### src/rtl/srt_div_pkg.sv
// Shared definitions for the radix-2 SRT divider: signed quotient-digit
// encoding and the on-the-fly conversion FSM states.
package srt_div_pkg;

    localparam logic [1:0] DIG_POS  = 2'b10;
    localparam logic [1:0] DIG_ZERO = 2'b00;
    localparam logic [1:0] DIG_NEG  = 2'b01;
    localparam logic [1:0] DIG_ILL  = 2'b11;

    typedef enum logic [1:0] {
        ST_IDLE = 2'b00,
        ST_CONV = 2'b01,
        ST_CORR = 2'b10,
        ST_DONE = 2'b11
    } otfc_state_t;

endpackage

### src/rtl/radix_2_srt_otfc_step.sv
// One on-the-fly conversion step: appends a signed digit to Q / QM.
// Purely combinational so two instances can be chained for radix-4.
module radix_2_srt_otfc_step
    import srt_div_pkg::*;
#(
    parameter int WIDTH = 64
) (
    input  logic [WIDTH-1:0] q_i,
    input  logic [WIDTH-1:0] qm_i,
    input  logic [1:0]       dig_i,
    output logic [WIDTH-1:0] q_nxt_o,
    output logic [WIDTH-1:0] qm_nxt_o
);

    localparam logic [WIDTH-1:0] ONE = {{(WIDTH-1){1'b0}}, 1'b1};

    // Select shift source per digit; illegal encoding behaves like zero.
    always_comb begin
        q_nxt_o  = q_i << 1;
        qm_nxt_o = (qm_i << 1) | ONE;
        case (dig_i)
            DIG_POS: begin
                q_nxt_o  = (q_i << 1) | ONE;
                qm_nxt_o = q_i << 1;
            end
            DIG_NEG: begin
                q_nxt_o  = (qm_i << 1) | ONE;
                qm_nxt_o = qm_i << 1;
            end
            DIG_ZERO: begin
                q_nxt_o  = q_i << 1;
                qm_nxt_o = (qm_i << 1) | ONE;
            end
            default: begin
                q_nxt_o  = q_i << 1;
                qm_nxt_o = (qm_i << 1) | ONE;
            end
        endcase
    end

endmodule

### src/rtl/radix_2_srt_otfc.sv
// On-the-fly quotient conversion for the radix-2 SRT divider: keeps Q and
// Q-1 so the final remainder-sign correction is a simple select.
module radix_2_srt_otfc
    import srt_div_pkg::*;
#(
    parameter int WIDTH = 64,
    parameter int CNT_W = $clog2(WIDTH + 1)
) (
    input  logic             clk,
    input  logic             rst_n,
    input  logic             start_valid_i,
    output logic             start_ready_o,
    input  logic [CNT_W-1:0] num_dig_i,
    input  logic             dig_valid_i,
    output logic             dig_ready_o,
    input  logic [1:0]       dig_i,
    input  logic             rem_sign_valid_i,
    output logic             rem_sign_ready_o,
    input  logic             rem_neg_i,
    input  logic             flush_i,
    output logic             fin_valid_o,
    input  logic             fin_ready_i,
    output logic [WIDTH-1:0] quot_o,
    output logic             err_o
);

    otfc_state_t      state_r;
    logic [WIDTH-1:0] q_r;
    logic [WIDTH-1:0] qm_r;
    logic [CNT_W-1:0] cnt_r;
    logic [CNT_W-1:0] num_dig_r;
    logic [CNT_W-1:0] cnt_inc_s;
    logic [WIDTH-1:0] q_nxt_s;
    logic [WIDTH-1:0] qm_nxt_s;

    radix_2_srt_otfc_step #(.WIDTH(WIDTH)) u_step (
        .q_i      (q_r),
        .qm_i     (qm_r),
        .dig_i    (dig_i),
        .q_nxt_o  (q_nxt_s),
        .qm_nxt_o (qm_nxt_s)
    );

    assign cnt_inc_s        = cnt_r + {{(CNT_W-1){1'b0}}, 1'b1};
    assign start_ready_o    = (state_r == ST_IDLE);
    assign dig_ready_o      = (state_r == ST_CONV);
    assign rem_sign_ready_o = (state_r == ST_CORR);

    // Conversion FSM with registered result, error flag and valid.
    always_ff @(posedge clk or negedge rst_n) begin
        if (!rst_n) begin
            state_r     <= ST_IDLE;
            q_r         <= {WIDTH{1'b0}};
            qm_r        <= {WIDTH{1'b1}};
            cnt_r       <= {CNT_W{1'b0}};
            num_dig_r   <= {CNT_W{1'b0}};
            quot_o      <= {WIDTH{1'b0}};
            fin_valid_o <= 1'b0;
            err_o       <= 1'b0;
        end else if (flush_i) begin
            // Abort keeps datapath contents; only control returns to idle.
            state_r     <= ST_IDLE;
            fin_valid_o <= 1'b0;
        end else begin
            case (state_r)
                ST_IDLE: begin
                    if (start_valid_i) begin
                        num_dig_r <= num_dig_i;
                        q_r       <= {WIDTH{1'b0}};
                        qm_r      <= {WIDTH{1'b1}};
                        cnt_r     <= {CNT_W{1'b0}};
                        err_o     <= 1'b0;
                        state_r   <= (num_dig_i == {CNT_W{1'b0}}) ? ST_CORR : ST_CONV;
                    end
                end
                ST_CONV: begin
                    if (dig_valid_i) begin
                        q_r   <= q_nxt_s;
                        qm_r  <= qm_nxt_s;
                        cnt_r <= cnt_inc_s;
                        if (dig_i == DIG_ILL) begin
                            err_o <= 1'b1;
                        end
                        if (cnt_inc_s == num_dig_r) begin
                            state_r <= ST_CORR;
                        end
                    end
                end
                ST_CORR: begin
                    if (rem_sign_valid_i) begin
                        quot_o      <= rem_neg_i ? qm_r : q_r;
                        fin_valid_o <= 1'b1;
                        state_r     <= ST_DONE;
                    end
                end
                ST_DONE: begin
                    if (fin_ready_i) begin
                        fin_valid_o <= 1'b0;
                        state_r     <= ST_IDLE;
                    end
                end
                default: begin
                    fin_valid_o <= 1'b0;
                    state_r     <= ST_IDLE;
                end
            endcase
        end
    end

endmodule
### config.mk
export PLATFORM = sky130hd
export DESIGN_NAME = radix_2_srt_otfc
export DESIGN_NICKNAME = d
export VERILOG_FILES = /design/src/rtl/srt_div_pkg.sv /design/src/rtl/radix_2_srt_otfc_step.sv /design/src/rtl/radix_2_srt_otfc.sv
export SDC_FILE = /design/constraint.sdc
export NUM_CORES = 1
export LEC_CHECK = 0
export CAP_MARGIN = 20
export CORE_MARGIN = 3
export CORE_UTILIZATION = 30
export CTS_CLUSTER_SIZE = 10
export DETAILED_ROUTE_END_ITERATION = 8
export PLACE_DENSITY = 0.51
export SYNTH_ARGS = -nofsm -noshare
export SYNTH_HDL_FRONTEND = slang
export SYNTH_SLANG_ARGS = --single-unit
### constraint.sdc
create_clock -name clk -period 4.1 [get_ports clk]
set_clock_uncertainty 0.05 [all_clocks]
set_input_delay 0.82 -clock clk [delete_from_list [all_inputs] [get_ports clk]]
set_output_delay 0.82 -clock clk [all_outputs]
set_load 0.02 [all_outputs]
==> out/metrics.cfg <==
[run_status]
outcome=completed

[critical_path]
worstSetupPathType=flip-flop to output port
path_cells=inv_1 > ha_2 > clkdlybuf4s50_1
r2r-start=state_r[1]$_DFFE_PN0P_
crit_path_start=state_r[1]$_DFFE_PN0P_
cp.depth=3
crit_fanout=21
critPathRequiredTime_ns=3.23
start_kind=flip-flop
crit_path_end_kind=output port
critPathArrivalTime_ns=2.39
crit_buf_inv=2
cp_slowest_cell=clkdlybuf4s50_1
r2r_end=qm_r[60]$_DFFE_PN1P_
crit_family=buffers and inverters
max_stage_delay_ns=0.75
timing.reg2reg.setup_slack_ns=1.28
reg2reg_depth=7

[floorplan]
die_h_um=190
core_mm2=0.0329
die_area_mm2=0.0361
die_x_um=190
start_util_pct=30.8
pin_count=86
rows=66

[timing]
tns_ns=0
finalCritPeriodShare_pct=79.6
drv_slew=0
hold_viol_final=0
max_freq_ghz=0.306
max_slew_margin_pct=39.6
rsz0062_at_grt=no
setup_viol=0
period_needed_ns=3.26
whs_ns=0.239
worstMarginPinSlew_ns=0.906

[route]
drtIter0Drc=453
ant_nets=0
vias_per_cell=5.16
vias=7919
wl_per_cell_um=17.3
dr.pass1.iters=5
drc=0
wl_um=26600

[yosys]
ys_ff_latch=210
ys.flop_type=dfrtp_1
netlist_area_mm2=0.0102
yosysSeqAreaShare_pct=52.6
yosys-top-cells-area=dfrtp_1 36%, dfstp_2 17%, o21ai_0 12%, mux2i_1 6.4%, a221o_1 6.2%
yosysTopAreaCellShare_pct=36.0
synth_cell_types=51
avgSynthCellArea_um2=9.79
syn_nets=1062
syn_inst=1037
synth_largest_area_cell=dfrtp_1
async_flop_share_pct=100
synth_edf_count=0
yosysWarnings=0

[clock_tree]
ctsHoldBuffers=0
ctsHtreeMaxLevel=1
clk_latency_ns=0.53
clkTransAtPathRegs_ns=0.06
cts_root_buf=clkbuf_16
tritoncts=done
post_cts_buffers=0
numCtsBuffers=26
clock_path_buffers=3
cts_num_sinks=210
ctsResizeCount=0

[global_route]
antenna_found_initial=0
grt-ovfl-total=0
grt.total_usage_pct=14.6
grt_max_degree=84
first_global_vias=7883
grt_pass1_wl_um=43700

[placed_design]
place.gp.congestion=0.729
port_buffers=85
dpl.cell_count=1491
dpl.hpwl_um=15500

[power_and_ir_drop]
power_density_mw_per_mm2=761
p_leak_nw=5.06
ir_drop_uv=336

[cells_and_area]
fillerInstances=3290
final_cell_mix=243 x o21ai_0, 146 x dfrtp_1, 132 x nand2_1
final_common_cell=o21ai_0
finalNonFillerCells=1536
syn_to_final_growth_pct=20.0
n_antenna_cell=0
layout-drive-gt1-share_pct=13.1
layout.nets=1102

[hold_path]
worstHoldPathType=primary input to async pin

[job]
maxCapViolCount=0

-- report_power, final --
group / internal (W) / switching (W) / leakage, nW
Clock: 0.00124 / 0.000864 / 0.378
Sequential: 0.00321 / 0.000789 / 2.63
Combinational: 0.00138 / 0.00178 / 2.05
Total: 0.00584 / 0.00344 / 5.06
-- logic make-up after synthesis --
kind of cell / Yosys count / share of synthesized area (%)
DFF: 210 / 52.6
buffers and inverters: 100 / 4.57
xor gates and xnor gates: 7 / 0.604
muxes: 74 / 7.41
AOI/OAI and AO/OA: 409 / 24.6
adders and majority gates: 8 / 0.986
and+or+nand+nor: 229 / 9.32
-- how the worst max path moves through the flow --
stage                                end
detailed placement  qm_r[47]$_DFFE_PN1P_
global route                 dig_ready_o
global placement    qm_r[55]$_DFFE_PN1P_
finish                       dig_ready_o
CTS                          dig_ready_o
floorplan            q_r[58]$_DFFE_PN0P_
-- state kept, by name, summed over array words and instances, names as in the netlist --
register and flops:
qm_r 64, quot_o 64, num_dig_r 7, err_o 1, state_r 2, q_r 64, fin_valid_o 1, cnt_r 7
-- Yosys cell counts, drive strengths merged, types with 2 or more instances --
library cell / instances
o21ai: 265
inv: 7
dfstp: 64
nor2b: 4
xor2: 2
a221o: 63
ha: 8
a31oi: 41
nand2: 132
a31o: 2
mux2i: 65
and3: 4
clkbuf: 56
xnor2: 5
nand4: 5
dfrtp: 146
nand3: 2
a21oi: 28
nand2b: 2
nor2: 73
buf: 37
mux2: 9
and2: 2
a41oi: 2
-- routing by layer --
layer	part of all wire, %	routed length (µm)	GRT usage, %	vias up
met5	0	0	0	-
met4	1.4	370	2.56	0
met3	5.2	1390	3.02	30
met2	45	11900	23.3	154
met1	49	13000	20.7	3887
li1	-	-	-	3848
-- metrics by stage --
step	util (%)	total power, W	setup slack, ns	area [µm²]
after floorplan	-	0.00589	1.89	10200
after global placement	34.6	0.00720	0.961	11400
after detailed placement	34.6	0.00725	0.915	11400
after CTS	37.0	0.00942	0.812	12200
after global routing	37.0	0.00999	0.716	12200
final	37.0	0.00927	0.836	12200
-- cell type report --
class | instances | area, µm² | area share, %
Sequential cell | 210 | 5340 | 43.8
Multi-Input combinational cell | 727 | 4390 | 36.0
Timing Repair Buffer | 105 | 1100 | 9.05
Clock buffer | 42 | 751 | 6.16
Tap cell | 442 | 553 | 4.54
Clock inverter | 3 | 26.3 | 0.216
Inverter | 7 | 26.3 | 0.216
No activity file was read; power rests on OpenSTA's default activity.
